## src/rtl/exe_sequencer_if.sv

```systemverilog
// ---------------------------------------------------------------------------
// exe_sequencer_if
//
// Bundles every signal between the instruction sequencer and its surroundings
// (instruction memory and the four matrix functional units).
//
// Modports:
//   master : the sequencer itself
//            in : start, instr_data, instr_valid, unit_done
//            out: fetch_req, pc, unit_en, add_or_sub, read_from, write_to,
//                 dst, src1, src2, busy, halted, error, err_code, retired
//   slave  : the environment (memory, units, control); directions mirrored
//
// Instruction word layout, MSB to LSB:
//   opcode[OPC_W] | read_from | write_to | dst[ADDR_W] | src1[ADDR_W] | src2[ADDR_W]
// ---------------------------------------------------------------------------
interface exe_sequencer_if #(
    parameter int OPC_W  = 3,
    parameter int ADDR_W = 4,
    parameter int PC_W   = 8,
    parameter int CNT_W  = 16
);
    localparam int INSTR_W = OPC_W + 2 + 3 * ADDR_W;

    logic               start;
    logic [INSTR_W-1:0] instr_data;
    logic               instr_valid;
    logic               unit_done;

    logic               fetch_req;
    logic [PC_W-1:0]    pc;
    logic [3:0]         unit_en;
    logic               add_or_sub;
    logic               read_from;
    logic               write_to;
    logic [ADDR_W-1:0]  dst;
    logic [ADDR_W-1:0]  src1;
    logic [ADDR_W-1:0]  src2;
    logic               busy;
    logic               halted;
    logic               error;
    logic [1:0]         err_code;
    logic [CNT_W-1:0]   retired;

    modport master (
        input  start, instr_data, instr_valid, unit_done,
        output fetch_req, pc, unit_en, add_or_sub, read_from, write_to,
               dst, src1, src2, busy, halted, error, err_code, retired
    );

    modport slave (
        output start, instr_data, instr_valid, unit_done,
        input  fetch_req, pc, unit_en, add_or_sub, read_from, write_to,
               dst, src1, src2, busy, halted, error, err_code, retired
    );
endinterface

```

## src/rtl/exe_sequencer.sv

```systemverilog
// ---------------------------------------------------------------------------
// exe_sequencer
//
// Instruction sequencer for the matrix CPU. Fetches one instruction word at a
// time, decodes its opcode, fires a single-cycle enable at the matching
// functional unit, then waits for that unit's done before moving the PC on.
// Stop (opcode 7) parks the sequencer in HALT; opcodes 5, 6 and anything above
// 7 park it in ERROR with err_code=1; a unit that never answers within
// TIMEOUT wait cycles parks it in ERROR with err_code=2.
//
// Ports:
//   clk    : clock, rising edge
//   reset  : asynchronous, active-high
//   bus    : exe_sequencer_if.master (see the interface file for the list)
//
// Every output is driven straight from a register.
// ---------------------------------------------------------------------------
module exe_sequencer #(
    parameter int OPC_W   = 3,
    parameter int ADDR_W  = 4,
    parameter int PC_W    = 8,
    parameter int TIMEOUT = 64,
    parameter int CNT_W   = 16
) (
    input  logic            clk,
    input  logic            reset,
    exe_sequencer_if.master bus
);
    localparam int INSTR_W = OPC_W + 2 + 3 * ADDR_W;
    localparam int WCNT_W  = $clog2(TIMEOUT + 1);

    typedef enum logic [2:0] {
        S_IDLE,
        S_FETCH,
        S_DECODE,
        S_ISSUE,
        S_WAIT,
        S_HALT,
        S_ERROR
    } state_t;

    state_t              r_state;
    logic [INSTR_W-1:0]  r_ir;
    logic [WCNT_W-1:0]   r_waitCnt;
    logic [PC_W-1:0]     r_pc;
    logic [CNT_W-1:0]    r_retired;
    logic [3:0]          r_unitEn;
    logic                r_fetchReq;
    logic                r_busy;
    logic                r_halted;
    logic                r_error;
    logic [1:0]          r_errCode;
    logic                r_addOrSub;
    logic                r_readFrom;
    logic                r_writeTo;
    logic [ADDR_W-1:0]   r_dst;
    logic [ADDR_W-1:0]   r_src1;
    logic [ADDR_W-1:0]   r_src2;

    // Instruction register fields
    logic [OPC_W-1:0]    w_opcode;
    logic                w_readFrom;
    logic                w_writeTo;
    logic [ADDR_W-1:0]   w_dst;
    logic [ADDR_W-1:0]   w_src1;
    logic [ADDR_W-1:0]   w_src2;
    logic [3:0]          w_issueEn;
    logic                w_isStop;

    assign w_opcode   = r_ir[INSTR_W-1 -: OPC_W];
    assign w_readFrom = r_ir[3*ADDR_W+1];
    assign w_writeTo  = r_ir[3*ADDR_W];
    assign w_dst      = r_ir[3*ADDR_W-1 -: ADDR_W];
    assign w_src1     = r_ir[2*ADDR_W-1 -: ADDR_W];
    assign w_src2     = r_ir[ADDR_W-1:0];
    assign w_isStop   = (w_opcode == OPC_W'(7));

    // Opcode to unit mapping. A zero result means the opcode targets no unit,
    // i.e. it is either stop or illegal.
    always_comb begin
        w_issueEn = 4'b0000;
        case (w_opcode)
            OPC_W'(0), OPC_W'(1): w_issueEn = 4'b0001;
            OPC_W'(2):            w_issueEn = 4'b0010;
            OPC_W'(3):            w_issueEn = 4'b0100;
            OPC_W'(4):            w_issueEn = 4'b1000;
            default:              w_issueEn = 4'b0000;
        endcase
    end

    // Sequencer FSM with all outputs registered. unit_en defaults to zero every
    // cycle so the issue pulse can never be longer than one cycle; reset clears
    // it asynchronously so an in-flight pulse dies at once.
    always_ff @(posedge clk or posedge reset) begin
        if (reset) begin
            r_state    <= S_IDLE;
            r_ir       <= '0;
            r_waitCnt  <= '0;
            r_pc       <= '0;
            r_retired  <= '0;
            r_unitEn   <= 4'b0000;
            r_fetchReq <= 1'b0;
            r_busy     <= 1'b0;
            r_halted   <= 1'b0;
            r_error    <= 1'b0;
            r_errCode  <= 2'd0;
            r_addOrSub <= 1'b0;
            r_readFrom <= 1'b0;
            r_writeTo  <= 1'b0;
            r_dst      <= '0;
            r_src1     <= '0;
            r_src2     <= '0;
        end else begin
            r_unitEn <= 4'b0000;
            case (r_state)
                S_IDLE, S_HALT, S_ERROR: begin
                    if (bus.start) begin
                        r_state    <= S_FETCH;
                        r_pc       <= '0;
                        r_retired  <= '0;
                        r_errCode  <= 2'd0;
                        r_fetchReq <= 1'b1;
                        r_busy     <= 1'b1;
                        r_halted   <= 1'b0;
                        r_error    <= 1'b0;
                    end
                end
                S_FETCH: begin
                    if (bus.instr_valid) begin
                        r_ir       <= bus.instr_data;
                        r_fetchReq <= 1'b0;
                        r_state    <= S_DECODE;
                    end
                end
                S_DECODE: begin
                    r_readFrom <= w_readFrom;
                    r_writeTo  <= w_writeTo;
                    r_dst      <= w_dst;
                    r_src1     <= w_src1;
                    r_src2     <= w_src2;
                    // Only the add/sub unit cares about the direction bit
                    r_addOrSub <= (w_issueEn == 4'b0001) & w_opcode[0];
                    if (w_issueEn != 4'b0000) begin
                        r_unitEn <= w_issueEn;
                        r_state  <= S_ISSUE;
                    end else if (w_isStop) begin
                        r_busy   <= 1'b0;
                        r_halted <= 1'b1;
                        r_state  <= S_HALT;
                    end else begin
                        r_busy    <= 1'b0;
                        r_error   <= 1'b1;
                        r_errCode <= 2'd1;
                        r_state   <= S_ERROR;
                    end
                end
                S_ISSUE: begin
                    r_waitCnt <= '0;
                    r_state   <= S_WAIT;
                end
                S_WAIT: begin
                    // done is checked before the limit so a done arriving on
                    // the last allowed cycle still completes normally
                    if (bus.unit_done) begin
                        r_pc       <= r_pc + 1'b1;
                        if (r_retired != '1) begin
                            r_retired <= r_retired + 1'b1;
                        end
                        r_fetchReq <= 1'b1;
                        r_state    <= S_FETCH;
                    end else if (r_waitCnt == WCNT_W'(TIMEOUT - 1)) begin
                        r_busy    <= 1'b0;
                        r_error   <= 1'b1;
                        r_errCode <= 2'd2;
                        r_state   <= S_ERROR;
                    end else begin
                        r_waitCnt <= r_waitCnt + 1'b1;
                    end
                end
                default: begin
                    r_state <= S_IDLE;
                end
            endcase
        end
    end

    assign bus.fetch_req  = r_fetchReq;
    assign bus.pc         = r_pc;
    assign bus.unit_en    = r_unitEn;
    assign bus.add_or_sub = r_addOrSub;
    assign bus.read_from  = r_readFrom;
    assign bus.write_to   = r_writeTo;
    assign bus.dst        = r_dst;
    assign bus.src1       = r_src1;
    assign bus.src2       = r_src2;
    assign bus.busy       = r_busy;
    assign bus.halted     = r_halted;
    assign bus.error      = r_error;
    assign bus.err_code   = r_errCode;
    assign bus.retired    = r_retired;
endmodule
```

## src/flat_wrapper.sv

```systemverilog
// flat-port wrapper written by rule: the top's interface ports become plain ports
module exe_sequencer_flat 
#(
    parameter int OPC_W   = 3,
    parameter int ADDR_W  = 4,
    parameter int PC_W    = 8,
    parameter int TIMEOUT = 64,
    parameter int CNT_W   = 16
)
  (clk, reset, bus_start, bus_instr_data, bus_instr_valid, bus_unit_done, bus_fetch_req, bus_pc, bus_unit_en, bus_add_or_sub, bus_read_from, bus_write_to, bus_dst, bus_src1, bus_src2, bus_busy, bus_halted, bus_error, bus_err_code, bus_retired);
  exe_sequencer_if #(.OPC_W(OPC_W), .ADDR_W(ADDR_W), .PC_W(PC_W), .CNT_W(CNT_W)) bus_i ();
  input  logic clk;
  input  logic reset;
  input wire logic [$bits(bus_i.start)-1:0] bus_start;
  input wire logic [$bits(bus_i.instr_data)-1:0] bus_instr_data;
  input wire logic [$bits(bus_i.instr_valid)-1:0] bus_instr_valid;
  input wire logic [$bits(bus_i.unit_done)-1:0] bus_unit_done;
  output wire logic [$bits(bus_i.fetch_req)-1:0] bus_fetch_req;
  output wire logic [$bits(bus_i.pc)-1:0] bus_pc;
  output wire logic [$bits(bus_i.unit_en)-1:0] bus_unit_en;
  output wire logic [$bits(bus_i.add_or_sub)-1:0] bus_add_or_sub;
  output wire logic [$bits(bus_i.read_from)-1:0] bus_read_from;
  output wire logic [$bits(bus_i.write_to)-1:0] bus_write_to;
  output wire logic [$bits(bus_i.dst)-1:0] bus_dst;
  output wire logic [$bits(bus_i.src1)-1:0] bus_src1;
  output wire logic [$bits(bus_i.src2)-1:0] bus_src2;
  output wire logic [$bits(bus_i.busy)-1:0] bus_busy;
  output wire logic [$bits(bus_i.halted)-1:0] bus_halted;
  output wire logic [$bits(bus_i.error)-1:0] bus_error;
  output wire logic [$bits(bus_i.err_code)-1:0] bus_err_code;
  output wire logic [$bits(bus_i.retired)-1:0] bus_retired;
  assign bus_i.start = bus_start;
  assign bus_i.instr_data = bus_instr_data;
  assign bus_i.instr_valid = bus_instr_valid;
  assign bus_i.unit_done = bus_unit_done;
  assign bus_fetch_req = bus_i.fetch_req;
  assign bus_pc = bus_i.pc;
  assign bus_unit_en = bus_i.unit_en;
  assign bus_add_or_sub = bus_i.add_or_sub;
  assign bus_read_from = bus_i.read_from;
  assign bus_write_to = bus_i.write_to;
  assign bus_dst = bus_i.dst;
  assign bus_src1 = bus_i.src1;
  assign bus_src2 = bus_i.src2;
  assign bus_busy = bus_i.busy;
  assign bus_halted = bus_i.halted;
  assign bus_error = bus_i.error;
  assign bus_err_code = bus_i.err_code;
  assign bus_retired = bus_i.retired;
  exe_sequencer #(.OPC_W(OPC_W), .ADDR_W(ADDR_W), .PC_W(PC_W), .TIMEOUT(TIMEOUT), .CNT_W(CNT_W)) u_core (.clk(clk), .reset(reset), .bus(bus_i));
endmodule
```

## config.mk

```make
export PLATFORM = sky130hd
export DESIGN_NAME = exe_sequencer_flat
export DESIGN_NICKNAME = d
export VERILOG_FILES = /design/src/rtl/exe_sequencer_if.sv /design/src/rtl/exe_sequencer.sv /design/src/flat_wrapper.sv
export SDC_FILE = /design/constraint.sdc
export NUM_CORES = 1
export LEC_CHECK = 0
export ABC_AREA = 1
export CORE_AREA = 2 2 117 119
export DETAILED_ROUTE_END_ITERATION = 8
export DIE_AREA = 0 0 119 121
export GPL_TIMING_DRIVEN = 0
export PLACE_DENSITY = 0.53
export SYNTH_ARGS = -nofsm -noshare
export SYNTH_HDL_FRONTEND = slang
export SYNTH_SLANG_ARGS = --single-unit
```

## constraint.sdc

```tcl
create_clock -name clk -period 5.5 [get_ports clk]
set_input_delay 1.1 -clock clk [delete_from_list [all_inputs] [get_ports clk]]
set_output_delay 1.1 -clock clk [all_outputs]
set_load 0.01 [all_outputs]
```

==> run_results.csv <==
group,metric,value,unit
timing,final_max_slew_viol_count,0,
placement,place_congestion,0.836,
logic_synthesis,synth_area_leaders,"dfrtp_1, nand2_1, inv_1, nand3_1, nor2_1",
placement,io_buffers,70,
setup_path,cp_max_fo,7,
setup_path,criticalPathCategory,"reg -> out",
die,io_pins,71,
setup_path,critical-path-slowest-cell,"clkdlybuf4s50_1",
finish,final_common_cell,"nand2_1",
die,start_util,29.3,%
logic_synthesis,synth_ff_type,"dfrtp_1",
setup_path,critPathBufInv,1,
global_routing,antenna_found_initial,0,
pwr,peakVddDrop,0.213,mV
clocking,numCtsBuffers,9,
clocking,cts_sinks,76,
pwr,pwr-share-comb,37.1,%
setup_path,crit_required,4.40,ns
worst_hold_path,hp-class,"reg -> reg",
detailed_routing,drc,0,
timing,max_freq,397,MHz
worst_hold_path,hold_depth,1,
logic_synthesis,syn-num-nets,500,
clocking,root_buffer,"clkbuf_16",
finish,post-route-cell-area,5080,sq um
logic_synthesis,netlist.top_cell.by_area,"dfrtp_1",
setup_path,cpPeakStageDelay,0.60,ns
die,die_w,119,um
detailed_routing,vias,3335,
logic_synthesis,synthDistinctLibCells,32,
setup_path,reg2reg_to,"u_core.bus.retired[4]",
timing,fin_setup_tns,0,ns
timing,setup_violations,0,
timing,period_minus_slack,2.52,ns
pwr,p_sw,0.815,mW
finish,multi_input_area,1630,sq um
timing,skew,0.00510,ns
logic_synthesis,async_flop_share,100,%
global_routing,grt_pass1_vias,3360,
setup_path,crit_chain,"clkdlybuf4s50_1",
pwr,leakage,2.32,nW
finish,register_area,1900,sq um
logic_synthesis,netlist_instances,475,
detailed_routing,drt-pass1-iter-count,4,
finish,fillers,1339,
worst_hold_path,whs_endpoint,"u_core.bus.unit_en[0]",
logic_synthesis,yosysWarnings,0,
run_status,outcome,"finished, final reports clean",
pwr,internal_power,1.39,mW
setup_path,worstSetupStartpointType,"flip-flop",
global_routing,grt_pass1_wl,16.1,mm
finish,drive_gt1_share,12.3,%
pwr,seq_power_share,37.0,%
timing,tightest_slew,0.459,ns
detailed_routing,ant_nets,0,
timing,period_share,45.8,%
pwr,power.density,434,nW/um^2
clocking,clock_latency,0.34,ns
detailed_routing,wl_per_cell,12.5,um
setup_path,cp_top_family,"buffers and inverters",
pwr,p_clk_share,25.9,%
finish,synthToLayoutAreaGrowth,32.2,%
pwr,finalPower,2.20,mW
worst_hold_path,hold_start,"u_core.r_ir[15]",
logic_synthesis,syn_area_per_cell,8.08,sq um
pwr,netSwitchingFraction,37.0,%
setup_path,endpoint_kind,"output pin",
logic_synthesis,ys_ff_latch,76,
setup_path,r2r_setup_slack,3.73,ns
job,cap_violations,0,
global_routing,track_usage,14.0,%
timing,grt_setup_unrepaired,"false",
setup_path,r2r-start,"u_core.bus.retired[1]",
global_routing,grt_max_degree,60,
clocking,cts_buffer_depth,2,
clocking,ctsHoldBuffers,0,
detailed_routing,via_per_inst,4.52,
finish,num_antenna_cells,0,
global_routing,grt_overflow,0,
placement,dp_slack,2.81,ns
timing,slew_headroom,69.4,%
clocking,cts_resized,0,
logic_synthesis,synth_top_area_share,49.5,%
setup_path,arrival,1.42,ns
clocking,clkSlewWorstSetupHoldPaths,0.06,ns
die,fp-row-count,42,
clocking,cts_setup_buffers,0,
finish,final_nets,582,
die,die_h,121,um
timing,final.setup.worst_slack,2.98,ns
clocking,cts_tree,"done",
logic_synthesis,seq_area_frac_synth,49.5,%
logic_synthesis,synth_edf_count,0,
placement,dpl_cell_area,4790,sq um
die,die_area,14400,sq um
setup_path,r2r_cells,11,
timing,hold_violations,0,
clocking,ctsHtreeMaxLevel,3,
placement,dp_hpwl,6.71,mm
detailed_routing,routed_wl,9.26,mm
logic_synthesis,synthesis.area,3840,sq um
finish,utilization,38.8,%
detailed_routing,initialDrtViolationCount,266,
die,core-area,13100,sq um
finish,layout_common_cells,"nand2_1, dfrtp_1, clkdlybuf4s50_1, inv_1, nor2_1",
==> final cells by class <==
cell class,instances,share of cell area (%)
flip-flops and latches,76,37.5
multi-input cells,330,32.1
plain buffers,12,1.80
well taps,176,4.34
clock inverters,6,0.936
repair buffers,71,14.3
clock buffers,10,4.71
inverters,57,4.31
==> routing by layer <==
layer | vias to the layer above | part of all wire (%) | global-route usage (%)
met5 | - | 0 | 0
met3 | 8 | 7.5 | 5.26
met1 | 1561 | 46 | 16.9
met2 | 89 | 46 | 23.1
met4 | 0 | 1.2 | 4.91
li1 | 1677 | - | -
==> synthesized netlist by cell type, types with 6 or more instances <==
| cell | instances |
|---|---|
| xor2_1 | 8 |
| inv_1 | 51 |
| nand4_1 | 7 |
| o21ai_2 | 13 |
| nand2_1 | 133 |
| dfrtp_1 | 76 |
| o21ai_0 | 24 |
| nor2_1 | 48 |
| nand3_1 | 38 |
| nand2_2 | 6 |
| nor3_1 | 6 |
| a21oi_1 | 19 |
==> worst max path at each step <==
stage                                 from                     to  cells past startpoint
floorplan                            reset  u_core.bus.add_or_sub                      1
global placement                     reset     u_core.bus.src2[2]                      2
detailed placement           bus_unit_done  u_core.bus.retired[3]                      9
CTS                 u_core.bus.retired[12]        bus_retired[12]                      1
global route         u_core.bus.retired[2]         bus_retired[2]                      1
finish              u_core.bus.retired[12]        bus_retired[12]                      1
==> per-stage QoR <==
step           hold WS [ns]  cells
4_1_cts               0.472    738
6_report              0.472    738
2_1_floorplan         0.437    475
3_3_place_gp          0.453    721
3_5_place_dp          0.460    722
5_1_grt               0.503    738
==> registers in the layout, summed over array words and instances (netlist names), 2 cells and up <==
signal	count
u_core.r_state	3
u_core.bus.err_code	2
u_core.bus.unit_en	4
u_core.bus.src1	4
u_core.r_waitCnt	7
u_core.bus.dst	4
u_core.bus.retired	16
u_core.bus.pc	8
u_core.r_ir	17
u_core.bus.src2	4
==> power groups by stage <==
| stage | Clock, mW | Combinational, mW | Sequential [mW] |
|---|---|---|---|
| 2_1_floorplan | 0 | 0.484 | 0.842 |
| 3_3_place_gp | 0 | 0.815 | 0.822 |
| 4_1_cts | 0.589 | 0.834 | 0.817 |
| 3_5_place_dp | 0 | 0.832 | 0.823 |
| 6_report | 0.569 | 0.818 | 0.815 |
| 5_1_grt | 0.609 | 0.918 | 0.840 |
==> kinds of logic (layout without fill, tap and decap cells) <==
| kind of cell | after synthesis | in the layout | share of synthesized area (%) |
|---|---|---|---|
| mux | 5 | 5 | 1.47 |
| buf+inv | 69 | 156 | 8.02 |
| fa+ha+maj | 3 | 3 | 0.978 |
| flops | 76 | 76 | 49.5 |
| compound gates | 63 | 63 | 9.64 |
| xor+xnor | 8 | 8 | 1.82 |
| simple gates | 251 | 251 | 28.5 |
No activity file was read; power rests on OpenSTA's default activity.
==> edit 1: new RTL, config.mk and constraints unchanged <==
Reset style: synchronous (`reset`), changed in one clocked block. Comments in the files are not updated.
--- a/src/rtl/exe_sequencer.sv
+++ b/src/rtl/exe_sequencer.sv
@@ -91,7 +91,7 @@
     // Sequencer FSM with all outputs registered. unit_en defaults to zero every
     // cycle so the issue pulse can never be longer than one cycle; reset clears
     // it asynchronously so an in-flight pulse dies at once.
-    always_ff @(posedge clk or posedge reset) begin
+    always_ff @(posedge clk) begin
         if (reset) begin
             r_state    <= S_IDLE;
             r_ir       <= '0;
Behaviour: differs if reset is asserted again (counterexample within 4 cycles, from zero or initial values and one cycle with reset high); with reset held inactive, the same outputs for 10 cycles.
==> edit 1 against the original RTL <==
Cell area down 5.1%; routed wire length grew 2.9%; worst setup slack got worse by 0.022 ns; critical path depth is the same; sequential cell count unchanged; clock power up 14%; area after synthesis is 6.7% lower; power down 2.6%; global-route usage is 0.17 points higher.
==> edit 1: results (changes against the original RTL) <==
Route
The met3 wire length is 511 µm (was 691 µm). The ratio of routed vias to standard cells is 4.45 (was 4.52). The number of DRC violations after detailed-routing iteration 0 is 183 (was 266). The wire length on met2 is 4260 µm (was 4230 µm). The routed metal-1 wirelength came to 4630 µm (was 4230 µm). The routed wire length is 9520 µm (was 9260 µm).

Yosys
Top post-synthesis cells by area: sky130_fd_sc_hd__dfxtp_1, sky130_fd_sc_hd__nor2_1, sky130_fd_sc_hd__nand2_1 (was sky130_fd_sc_hd__dfrtp_1, sky130_fd_sc_hd__nand2_1, sky130_fd_sc_hd__inv_1). The register area share after synthesis is 42.5% (was 49.5%). The multiplexer share of the synthesized area came to 0% (was 1.47%).

The most numerous cell in the Yosys netlist is sky130_fd_sc_hd__nor2_1 (was sky130_fd_sc_hd__nand2_1). The share of async-settable or async-resettable flops after synthesis came to 0% (was 100%). The XOR/XNOR share of the synthesized area is 1.71% (was 1.82%). The flip-flop cell with the highest count after synthesis is sky130_fd_sc_hd__dfxtp_1 (was sky130_fd_sc_hd__dfrtp_1). The synthesized-area fraction occupied by ao, oa, aoi and oai cells is 11.8% (was 9.64%). Leading post-synthesis cells by instance count: sky130_fd_sc_hd__nor2_1, sky130_fd_sc_hd__nand2_1, sky130_fd_sc_hd__dfxtp_1 (was sky130_fd_sc_hd__nand2_1, sky130_fd_sc_hd__dfrtp_1, sky130_fd_sc_hd__inv_1). The number of different library cells in the post-synthesis netlist is 30 (was 32).

Status
Status: complete, no violations (unchanged).

GRT
The all-layer global routing usage is 14.2% (was 14.0%). The first-pass GRT wire length is 16200 µm (was 16100 µm). The via count of the first global-routing pass came to 3325 (was 3360).

Placement
The number of buffers added on ports is 69 (was 70). The half-perimeter wire length of the detailed placement result is 7030 µm (was 6710 µm).

Min path
The startpoint of the most critical hold path is u_core.r_ir[15] (unchanged). The endpoint of the worst hold path is u_core.bus.unit_en[0] (unchanged).

Timing
The headroom to the max-slew limit is 63.0% (was 69.4%). The post-route clock period utilization came to 46.2% (was 45.8%).

Power
The peak supply drop came to 0.000174 V (was 0.000213 V). The standby leakage power came to 0.00178 µW (was 0.00232 µW).

Setup path
The worst flop-to-flop path endpoint is u_core.bus.retired[8] (was u_core.bus.retired[4]). The flop-to-flop setup slack is 3.65 ns (was 3.73 ns). The critical path arrival came to 1.44 ns (was 1.42 ns). The count of cells along the worst register-to-register path is 9 (was 11). The origin of the worst setup path is u_core.bus.retired[10] (was u_core.bus.retired[12]).

Finish
The fraction of layout instances using a drive strength above 1 is 6.50% (was 12.3%).
edit 1: changes by cell type after synthesis, moves of 9 or more:
cell                       before  now
sky130_fd_sc_hd__inv_1         51   39
sky130_fd_sc_hd__clkbuf_1       2   11
sky130_fd_sc_hd__dfrtp_1       76    0
sky130_fd_sc_hd__o21ai_0       24   43
sky130_fd_sc_hd__nand3_1       38   21
sky130_fd_sc_hd__dfxtp_1        0   76
sky130_fd_sc_hd__nand2_1      133  116
sky130_fd_sc_hd__nor2_1        48  121
sky130_fd_sc_hd__a21oi_1       19   37
sky130_fd_sc_hd__o21ai_2       13    0
edit 1: logic make-up after synthesis:
family / Yosys count
buf+inv: 61
simple gates: 301
fa+ha+maj: 3
xor+xnor: 7
compound gates: 82
flops: 76
edit 1: how the worst max path moves through the flow:
stage / end / cells after the start
5_1_grt: u_core.r_ir[14] / 7
4_1_cts: bus_retired[10] / 1
3_5_place_dp: u_core.r_ir[15] / 7
6_report: bus_retired[10] / 1
2_1_floorplan: u_core.bus.fetch_req / 6
3_3_place_gp: u_core.r_ir[16] / 7
edit 1: final cells by class:
type / instances / share of cell area, %
plain buffers: 18 / 2.05
clock inverters: 3 / 1.43
flip-flops and latches: 76 / 31.6
inverters: 43 / 3.35
clock buffers: 13 / 5.40
multi-input cells: 393 / 37.3
well taps: 176 / 4.57
repair buffers: 69 / 14.3
edit 1: through the flow:
stage,area [µm²],setup WS (ns),hold slack (ns),std cells
3_3_place_gp,4490,2.66,0.433,775
6_report,4820,2.96,0.443,791
4_1_cts,4820,2.93,0.442,791
5_1_grt,4820,2.80,0.464,791
3_5_place_dp,4490,2.65,0.434,775
2_1_floorplan,3580,3.44,0.415,530
edit 1: power groups by stage:
stage                     Clock (µW)  Combinational (µW)  Sequential [µW]
after floorplan                    0                 476              749
after global placement             0                 780              733
after detailed placement           0                 783              735
after CTS                        668                 787              725
after global routing             693                 881              740
final                            647                 774              724
edit 1: metal layers:
metal,global-route usage (%),vias up
met5,0,-
met4,6.18,0
met3,4.37,8
met2,22.1,65
li1,-,1853
met1,18.2,1591
==> edit 2: new RTL, same settings <==
Without the edit above. `ADDR_W` is set to 4 in 3 places; all go to 5.
--- a/src/rtl/exe_sequencer_if.sv
+++ b/src/rtl/exe_sequencer_if.sv
@@ -16,7 +16,7 @@
 // ---------------------------------------------------------------------------
 interface exe_sequencer_if #(
     parameter int OPC_W  = 3,
-    parameter int ADDR_W = 4,
+    parameter int ADDR_W = 5,
     parameter int PC_W   = 8,
     parameter int CNT_W  = 16
 );
--- a/src/rtl/exe_sequencer.sv
+++ b/src/rtl/exe_sequencer.sv
@@ -17,7 +17,7 @@
 // ---------------------------------------------------------------------------
 module exe_sequencer #(
     parameter int OPC_W   = 3,
-    parameter int ADDR_W  = 4,
+    parameter int ADDR_W  = 5,
     parameter int PC_W    = 8,
     parameter int TIMEOUT = 64,
     parameter int CNT_W   = 16
--- a/src/flat_wrapper.sv
+++ b/src/flat_wrapper.sv
@@ -2,7 +2,7 @@
 module exe_sequencer_flat 
 #(
     parameter int OPC_W   = 3,
-    parameter int ADDR_W  = 4,
+    parameter int ADDR_W  = 5,
     parameter int PC_W    = 8,
     parameter int TIMEOUT = 64,
     parameter int CNT_W   = 16
Ports: changed (resized bus_dst, bus_instr_data, bus_src1 and bus_src2); port bits go from 71 to 77. No check against the original RTL was run, so the function may have changed too.
==> edit 2 against the original RTL <==
Area after synthesis increased by 2.3%; utilization is 1.2 points higher; worst setup slack improved by 0.0070 ns; routed wire length grew 7.2%; power is 2.9% higher; sequential power increased by 9.0%; sequential cell count increased by 6; synthesized cell count grew 4.4%; cell area up 3.1%; hold slack worse by 0.0039 ns; clock skew up 0.0012 ns.
==> edit 2: results (changes against the original RTL) <==
Status
Status: complete, no violations (unchanged).

GRT
The all-layer global routing usage is 15.0% (was 14.0%). The first-pass GRT wire length was 17100 µm (was 16100 µm). The maximum number of pins on one net before global-route repair is 52 (was 60). The remaining global-route overflow is 0 (unchanged).

Power
The standby leakage power is 0.00238 µW (was 0.00232 µW). The peak supply drop was 0.000187 V (was 0.000213 V).

Route
The number of DRC violations after detailed-routing iteration 0 was 192 (was 266). The total number of vias is 3465 (was 3335). The ratio of routed vias to standard cells is 4.54 (was 4.52). The number of nets with antenna violations after detailed routing came to 0 (unchanged). The detailed-route wire length per cell came to 13.0 µm (was 12.5 µm).

Yosys
The number of different library cells in the post-synthesis netlist is 28 (was 32). Top post-synthesis cells by area: sky130_fd_sc_hd__dfrtp_1, sky130_fd_sc_hd__nand2_1, sky130_fd_sc_hd__o21ai_0 (was sky130_fd_sc_hd__dfrtp_1, sky130_fd_sc_hd__nand2_1, sky130_fd_sc_hd__inv_1). The synthesized area divided by synthesized cell count is 7.92 µm² (was 8.08 µm²). Leading post-synthesis cells by instance count: sky130_fd_sc_hd__nand2_1, sky130_fd_sc_hd__dfrtp_1, sky130_fd_sc_hd__inv_1 (unchanged). The register area share after synthesis is 52.2% (was 49.5%). The post-synth net total is 524 (was 500).

Placement
The number of placed cells counting well taps is 749 (was 722). The half-perimeter wire length of the detailed placement result is 7150 µm (was 6710 µm). The number of buffers added on ports is 76 (was 70). The final weighted congestion of routability-driven global placement was 0.793 (was 0.836).

Finish
The flip-flop count of the largest register, all copies and words added is 20 (was 17). The antenna diode count is 0 (unchanged). The final net count came to 612 (was 582).

The fraction of layout instances using a drive strength above 1 is 5.78% (was 12.3%).

Setup path
The count of cells along the worst register-to-register path is 8 (was 11). The flop-to-flop setup slack came to 3.49 ns (was 3.73 ns). The startpoint of the most critical register-to-register path is u_core.bus.retired[0] (was u_core.bus.retired[1]). The worst-path maximum fanout is 8 (was 7).

Timing
The final setup skew is 0.00635 ns (was 0.00510 ns). The headroom to the max-slew limit is 62.0% (was 69.4%).

Min path
The startpoint of the most critical hold path is u_core.r_ir[18] (was u_core.r_ir[15]).

Clock network
The clock latency at the later pin of the worst-skew pair came to 0.34 ns (about the same).
-- edit 2: changes by cell type in the layout (fill, tap and decap cells not counted), moves of 6 or more --
cell / change
sky130_fd_sc_hd__nor2_1: -8
sky130_fd_sc_hd__nand2_2: -6
sky130_fd_sc_hd__clkdlybuf4s50_1: +6
sky130_fd_sc_hd__a21oi_1: -14
sky130_fd_sc_hd__o21ai_0: +33
sky130_fd_sc_hd__nand2_1: +21
sky130_fd_sc_hd__dfrtp_1: +6
sky130_fd_sc_hd__inv_1: +11
sky130_fd_sc_hd__o21ai_2: -13
-- edit 2: area by class of cell --
type	count	area, µm²
fill	1364	7850
sequential	82	2050
multi-input combinational	337	1560
timing repair buffer	77	788
inverter	64	243
clock buffer	9	225
tap	176	220
buffer	13	75.1
clock inverter	6	67.6
-- edit 2: stage by stage --
stage,worst slack [ns],instance area [µm²],power (µW),hold slack (ns),utilization (%)
2_1_floorplan,2.29,3930,1330,0.437,-
3_3_place_gp,0.800,4910,1670,0.457,37.5
3_5_place_dp,2.81,4940,1690,0.465,37.8
4_1_cts,2.97,5230,2300,0.473,40.0
5_1_grt,2.91,5230,2450,0.494,40.0
6_report,2.99,5230,2270,0.468,40.0
-- edit 2: where the power goes --
group | leakage (µW) | internal [µW] | switching (µW) | total, µW
registers | 0.00108 | 781 | 106 | 888
logic | 0.00117 | 325 | 456 | 781
clock network | 0.000138 | 350 | 248 | 598
-- edit 2: worst max-delay path by stage --
stage,startpoint,end,depth (start not counted)
after floorplan,reset,u_core.bus.add_or_sub,1
final,u_core.bus.retired[0],bus_retired[0],1
after CTS,u_core.bus.retired[0],bus_retired[0],1
after detailed placement,bus_start,u_core.bus.retired[11],7
after global placement,reset,u_core.bus.src2[1],2
after global routing,u_core.bus.retired[0],bus_retired[0],1
-- edit 2: kinds of logic after synthesis --
| kind of cell | share of synthesized area, % |
|---|---|
| adder cells (fa/ha/maj) | 0.955 |
| AO/OA/AOI/OAI | 10.2 |
| XOR/XNOR | 1.78 |
| flip-flops | 52.2 |
| AND/OR/NAND/NOR | 26.8 |
| buffers and inverters | 8.02 |
-- edit 2: metal layers --
metal	global-route usage, %	vias to the layer above	wire length, µm
li1	-	1759	-
met1	19.7	1597	4570
met2	23.1	96	4460
met3	4.79	13	744
met4	5.65	0	151
met5	0	-	0
